### src/rtl/clk_div_pkg.sv
// Shared constants and helpers for the multi-channel clock divider.
package clk_div_pkg;

    localparam int unsigned DIV_W_DEFAULT = 8;
    localparam int unsigned DEFAULT_DIV   = 8;

    // Number of high cycles per period; odd divisors get the extra cycle high.
    function automatic int unsigned half_high(input int unsigned d);
        return (d + 1) >> 1;
    endfunction

endpackage

### src/rtl/clk_div_multi_if.sv
// Control/status bundle for clk_div_multi: per-channel enables, divisor writes and outputs.
interface clk_div_multi_if #(
    parameter int unsigned NUM_CH = 4,
    parameter int unsigned DIV_W  = 8
);

    logic [NUM_CH-1:0]       en;
    logic [NUM_CH*DIV_W-1:0] div_in;
    logic [NUM_CH-1:0]       div_we;
    logic                    sync;
    logic [NUM_CH-1:0]       clk_out;
    logic [NUM_CH-1:0]       tick;
    logic [NUM_CH-1:0]       busy;

    modport master (
        output en, div_in, div_we, sync,
        input  clk_out, tick, busy
    );

    modport slave (
        input  en, div_in, div_we, sync,
        output clk_out, tick, busy
    );

endinterface

### src/rtl/clk_div_chan.sv
// One divider channel: shadowed divisor, period counter, registered waveform and tick.
module clk_div_chan #(
    parameter int unsigned DIV_W       = clk_div_pkg::DIV_W_DEFAULT,
    parameter int unsigned DEFAULT_DIV = clk_div_pkg::DEFAULT_DIV
) (
    input  logic             clk,
    input  logic             reset,
    input  logic             en,
    input  logic [DIV_W-1:0] div_in,
    input  logic             div_we,
    input  logic             sync,
    output logic             clk_out,
    output logic             tick,
    output logic             busy
);
    import clk_div_pkg::*;

    localparam logic [DIV_W-1:0] One      = DIV_W'(1);
    localparam logic [DIV_W-1:0] RstDiv   = DIV_W'(DEFAULT_DIV);
    localparam logic [DIV_W-1:0] RstCnt   = DIV_W'(DEFAULT_DIV - 1);

    logic [DIV_W-1:0] cnt_q, cnt_d;
    logic [DIV_W-1:0] active_q, active_d;
    logic [DIV_W-1:0] shadow_q, shadow_d;
    logic             clk_out_q, clk_out_d;
    logic             tick_q, tick_d;
    logic             busy_q, busy_d;
    logic [DIV_W-1:0] load_div;
    logic [DIV_W-1:0] end_pos;

    always_comb begin
        // A same-cycle write bypasses the shadow so it can load on this very edge.
        load_div  = div_we ? div_in : shadow_q;
        // Parking at the last position makes the next enabled edge a boundary.
        end_pos   = (load_div == '0) ? '0 : load_div - One;
        shadow_d  = load_div;
        active_d  = active_q;
        cnt_d     = cnt_q;
        tick_d    = 1'b0;
        clk_out_d = 1'b0;

        if (!en) begin
            active_d = load_div;
            cnt_d    = end_pos;
        end else if (active_q == '0) begin
            active_d = load_div;
            cnt_d    = end_pos;
        end else if (sync || (cnt_q == active_q - One)) begin
            active_d = load_div;
            cnt_d    = '0;
            if (load_div != '0) begin
                tick_d    = 1'b1;
                clk_out_d = 1'b1;
            end
        end else begin
            cnt_d     = cnt_q + One;
            clk_out_d = 32'(cnt_d) < half_high(32'(active_q));
        end

        busy_d = (shadow_d != active_d);
    end

    always_ff @(posedge clk or posedge reset) begin
        if (reset) begin
            cnt_q     <= RstCnt;
            active_q  <= RstDiv;
            shadow_q  <= RstDiv;
            clk_out_q <= 1'b0;
            tick_q    <= 1'b0;
            busy_q    <= 1'b0;
        end else begin
            cnt_q     <= cnt_d;
            active_q  <= active_d;
            shadow_q  <= shadow_d;
            clk_out_q <= clk_out_d;
            tick_q    <= tick_d;
            busy_q    <= busy_d;
        end
    end

    assign clk_out = clk_out_q;
    assign tick    = tick_q;
    assign busy    = busy_q;

endmodule

### src/rtl/clk_div_multi.sv
// Multi-channel programmable clock-enable divider; channels share only clk, reset and sync.
module clk_div_multi #(
    parameter int unsigned NUM_CH      = 4,
    parameter int unsigned DIV_W       = clk_div_pkg::DIV_W_DEFAULT,
    parameter int unsigned DEFAULT_DIV = clk_div_pkg::DEFAULT_DIV
) (
    input  logic          clk,
    input  logic          reset,
    clk_div_multi_if.slave bus
);
    import clk_div_pkg::*;

    logic [NUM_CH-1:0] clk_out;
    logic [NUM_CH-1:0] tick;
    logic [NUM_CH-1:0] busy;

    for (genvar i = 0; i < NUM_CH; i++) begin : g_chan
        clk_div_chan #(
            .DIV_W      (DIV_W),
            .DEFAULT_DIV(DEFAULT_DIV)
        ) u_chan (
            .clk    (clk),
            .reset  (reset),
            .en     (bus.en[i]),
            .div_in (bus.div_in[i*DIV_W +: DIV_W]),
            .div_we (bus.div_we[i]),
            .sync   (bus.sync),
            .clk_out(clk_out[i]),
            .tick   (tick[i]),
            .busy   (busy[i])
        );
    end

    assign bus.clk_out = clk_out;
    assign bus.tick    = tick;
    assign bus.busy    = busy;

endmodule

### src/flat_wrapper.sv
// flat-port wrapper written by rule: the top's interface ports become plain ports
module clk_div_multi_flat import clk_div_pkg::*;
#(
    parameter int unsigned NUM_CH      = 4,
    parameter int unsigned DIV_W       = clk_div_pkg::DIV_W_DEFAULT,
    parameter int unsigned DEFAULT_DIV = clk_div_pkg::DEFAULT_DIV
)
  (clk, reset, bus_en, bus_div_in, bus_div_we, bus_sync, bus_clk_out, bus_tick, bus_busy);
  clk_div_multi_if #(.NUM_CH(NUM_CH), .DIV_W(DIV_W)) bus_i ();
  input  logic clk;
  input  logic reset;
  input wire logic [$bits(bus_i.en)-1:0] bus_en;
  input wire logic [$bits(bus_i.div_in)-1:0] bus_div_in;
  input wire logic [$bits(bus_i.div_we)-1:0] bus_div_we;
  input wire logic [$bits(bus_i.sync)-1:0] bus_sync;
  output wire logic [$bits(bus_i.clk_out)-1:0] bus_clk_out;
  output wire logic [$bits(bus_i.tick)-1:0] bus_tick;
  output wire logic [$bits(bus_i.busy)-1:0] bus_busy;
  assign bus_i.en = bus_en;
  assign bus_i.div_in = bus_div_in;
  assign bus_i.div_we = bus_div_we;
  assign bus_i.sync = bus_sync;
  assign bus_clk_out = bus_i.clk_out;
  assign bus_tick = bus_i.tick;
  assign bus_busy = bus_i.busy;
  clk_div_multi #(.NUM_CH(NUM_CH), .DIV_W(DIV_W), .DEFAULT_DIV(DEFAULT_DIV)) u_core (.clk(clk), .reset(reset), .bus(bus_i));
endmodule
### config.mk
export PLATFORM = sky130hd
export DESIGN_NAME = clk_div_multi_flat
export DESIGN_NICKNAME = d
export VERILOG_FILES = /design/src/rtl/clk_div_pkg.sv /design/src/rtl/clk_div_multi_if.sv /design/src/rtl/clk_div_chan.sv /design/src/rtl/clk_div_multi.sv /design/src/flat_wrapper.sv
export SDC_FILE = /design/constraint.sdc
export NUM_CORES = 1
export LEC_CHECK = 0
export ABC_AREA = 1
export BUFFER_PORTS_ARGS = -buffer_cell sky130_fd_sc_hd__buf_4
export CORE_UTILIZATION = 65
export DETAILED_ROUTE_END_ITERATION = 12
export PLACE_DENSITY = 0.85
export REMOVE_ABC_BUFFERS = 1
export SYNTH_ARGS = -nofsm -noshare
export SYNTH_HDL_FRONTEND = slang
export SYNTH_SLANG_ARGS = --single-unit
### constraint.sdc
create_clock -name clk -period 7.6 [get_ports clk]
set_input_delay 1.9 -clock clk [delete_from_list [all_inputs] [get_ports clk]]
set_output_delay 1.9 -clock clk [all_outputs]
set_load 0.05 [all_outputs]
==> impl_summary.txt <==
----------------------------------------------------
[Power]
  Maximum ir drop on the vdd rail ... 147 uV
  Overall power ... 1.74 mW
  Power density of the placed cells ... 198 nW/um^2
  Static leakage ... 4.35 nW

[Setup path]
  Crit path buf inv count ... 6
  Critical Path Sink Type ... register
  CP cell instances ... buf_4 > inv_2 > or2_1 > o21ai_0 > inv_1 > nor2_1 > nand2_1 > inv_1 > nand4_1 > inv_1 > nor2_1 > inv_2 > o22ai_1
  Gate family responsible for the most delay along the worst path ... buffers and inverters
  Cell mode on critical path ... inv_1
  Depth of the critical timing path with buffers and inverters included ... 13
  Kind of launch point of the worst setup path ... primary input
  Slowest stage cell on the critical path ... or2_1
  Classification of the worst setup path ... primary input to register
  Worst path required time ... 7.82 ns
  CP Data Arrival Time ... 3.56 ns
  Crit path largest cell delay ... 0.21 ns
  Maximum fanout count along the critical path ... 9
  Depth of the worst register-to-register path ... 16

[Layout]
  Area used by sequential logic in the layout ... 2730 um^2
  Fillers ... 1018
  Post-route cell area ... 8800 um^2
  Share of layout cells above drive strength 1 ... 14.5%
  Total Nets Final ... 1216
  Count of inserted antenna diode cells ... 0
  Area used by multi-input combinational logic ... 4600 um^2
  Share of the core filled with cells ... 72.7%
  Layout-stage area growth over the synthesis result ... 7.97%

[Yosys]
  Top area cells in the synthesized netlist ... dfrtp_1 (27%), nand2_1 (12%), ha_1 (7.4%), xor2_1 (7.3%), dfstp_2 (6.4%)
  Number of distinct library cells after synthesis ... 41
  Asr flop ratio synth ... 100%
  Commonest register cell after synthesis ... dfrtp_1
  Largest area contributor in the netlist ... dfrtp_1
  Gate count of the mapped netlist ... 1098
  Top-area cell type share of the netlist area ... 27.0%
  Cell area after synthesis ... 8150 um^2
  Flop and latch count out of synthesis ... 108
  Count of flip-flops with a built-in enable after synthesis ... 0
  Post-synthesis area per instance ... 7.42 um^2
  Sequential cell area fraction in the yosys report ... 33.5%
  Count of synthesis-stage warnings from yosys ... 0

[Global route]
  Largest net degree at the start of global routing ... 77
  Total GRT Usage ... 30.5%
  Total global routing overflow ... 0
  Initial antenna violation count ... 0
  Wire length of the first global-routing pass ... 31.6 mm
  Vias in the first global route ... 6965

[Die]
  Die extent in y ... 114 um
  Top-Level Pins ... 55
  Core area ... 12100 um^2
  Site Rows ... 40
  Area of the die ... 13000 um^2
  Die Span X ... 114 um
  Initial cell density of the core ... 67.3%

[CTS]
  Clock slew seen by the registers of the worst setup and hold paths ... 0.06 ns
  Deepest level of the CTS H-tree ... 3
  Clk Tree Root Cell ... clkbuf_16
  Clock insertion delay at the later pin of the skew report ... 0.35 ns
  Number of post-CTS setup repair buffers ... 0
  Clk buf depth ... 2
  TritonCTS clock tree ... yes
  # resized after CTS ... 0
  # hold bufs at CTS ... 0
  Clock buffers created by TritonCTS ... 9
  TritonCTS sink count ... 108

[Drt]
  Total Routed Length ... 18.5 mm
  Post-route ant nets ... 0
  Total DRC errors in the routed layout ... 0
  Average wire length per cell after detail routing ... 14.3 um
  Routed vias/inst ... 5.63
  Iter 0 DRT Violations ... 545
  Detailed-route via count ... 7290
  First-pass iteration count of the detailed router ... 5

[Timing]
  Post-Route Hold Slack ... 0.569 ns
  Share of the clock period used by the worst path after layout ... 43.9%
  Number of setup violations in the final report ... 0
  Setup repair after global routing missed its margin ... no
  Minimum clock period ... 3.33 ns
  Max-slew violation total from the final report ... 0
  Final hold violation count ... 0
  Maximum clock frequency ... 300 MHz
  Worst Clk Skew ... 0.00689 ns
  Actual slew at the worst max-slew pin ... 0.945 ns
  Setup TNS ... 0 ns
  Relative slew margins ... 37.0%

[Min path]
  Min-Delay Path Class ... register to register
  Min-Delay Path Depth ... 2

[Flow run]
  Count of maximum capacitance violations ... 0

[Place]
  Final RePlAce weighted congestion ... 0.939
  Number of buffers inserted by port buffering ... 54
  Cell area reported after detailed placement ... 8510 um^2
  HPWL after DPL ... 14.2 mm

[Status]
  Status ... finished clean

----------------------------------------------------
[placed cells by master (no fill, tap or decap), drive strengths merged, types with 12 or more instances in the layout]
master	netlist	layout
nand3	94	94
or2	29	29
o22ai	19	19
nor2	85	85
ha	48	48
nor3	28	28
xnor2	12	12
o21ai	96	96
inv	145	145
a21oi	18	18
nand2	258	258
nand4	31	31
buf	36	56
dfstp	20	20
dfrtp	88	88
clkbuf	4	12
xor2	68	68
[path summary, 6_finish.rpt]
kind                                                       end                                 from  slack [ns]
setup / recovery              u_core.g_chan[0].u_chan.cnt_q[3]                        bus_div_we[0]        4.27
hold / removal             u_core.g_chan[2].u_chan.shadow_q[6]  u_core.g_chan[2].u_chan.shadow_q[6]        0.57
setup reg to reg                  u_core.g_chan[3].u_chan.busy  u_core.g_chan[3].u_chan.active_q[0]        4.88
hold reg to reg            u_core.g_chan[2].u_chan.shadow_q[6]  u_core.g_chan[2].u_chan.shadow_q[6]        0.57
max in group asynchronous     u_core.g_chan[0].u_chan.cnt_q[6]                                reset        4.78
min in group asynchronous         u_core.g_chan[1].u_chan.tick                                reset        1.55
[cells by family (layout without fill, tap and decap cells)]
kind of cell / after synthesis / count (layout) / share of synthesized area [%]
flip-flops: 108 / 108 / 33.5
AO/OA/AOI/OAI: 147 / 147 / 10.1
adder cells (fa/ha/maj): 48 / 48 / 7.37
XOR/XNOR: 80 / 80 / 8.60
buffers and inverters: 185 / 215 / 10.1
AND/OR/NAND/NOR: 530 / 530 / 30.4
[worst reg2reg max path: stages (launching register included)]
cell,delay (ns)
dfrtp_1,0.43
inv_1,0.15
ha_1,0.35
or2_2,0.28
nand3_1,0.09
nor2_1,0.04
nand3_1,0.10
nor2_2,0.05
nand2_2,0.14
nand3_2,0.36
inv_2,0.30
nand2_1,0.09
nand2_1,0.06
nand2_1,0.06
nand2_1,0.06
nor2_1,0.04
nand2_1,0.05
[cell usage after synthesis (9+ instances only)]
cell / count
a21oi_1: 18
buf_2: 13
buf_4: 15
dfrtp_1: 88
dfstp_2: 20
ha_1: 48
inv_1: 121
inv_2: 24
nand2_1: 253
nand3_1: 83
nand4_1: 31
nor2_1: 74
nor2_2: 9
nor3_1: 23
o21ai_0: 75
o21ai_1: 17
o22ai_1: 19
or2_1: 17
or2_2: 12
xnor2_1: 12
xor2_1: 68
[power by group]
part,internal (mW),switching (mW)
Combinational,0.205,0.342
Sequential,0.651,0.0803
Clock,0.269,0.196
[final cells by class]
| cell class | count | share of cell area (%) |
|---|---|---|
| multi-input cells | 805 | 52.3 |
| well taps | 168 | 2.39 |
| clock buffers | 12 | 2.91 |
| inverters | 145 | 6.21 |
| clock inverters | 2 | 0.398 |
| repair buffers | 56 | 4.78 |
| flip-flops and latches | 108 | 31.0 |
[per-layer routing]
layer  GRT usage [%]  share of wire, %  vias up  wire, um
met5               0                 0        -         0
met4            12.1               2.4        0       448
met3            3.19               4.6       40       848
met2            51.4                48      235      8940
met1            40.3                45     3397      8240
li1                -                 -     3618         -
[metrics by stage]
| step | std cells | setup slack, ns |
|---|---|---|
| final | 1296 | 4.27 |
| after global routing | 1296 | 4.13 |
| after CTS | 1296 | 4.30 |
| after detailed placement | 1282 | 3.96 |
| after global placement | 1282 | 4.01 |
| after floorplan | 1058 | 2.89 |
[sequential cells by signal, indices dropped and copies added, names as in the netlist]
name                           flops
u_core.g_chan.u_chan.cnt_q        32
u_core.g_chan.u_chan.shadow_q     32
u_core.g_chan.u_chan.active_q     32
u_core.g_chan.u_chan.busy          4
u_core.g_chan.u_chan.tick          4
u_core.g_chan.u_chan.clk_out       4
Power figures use the tool's default switching activity.
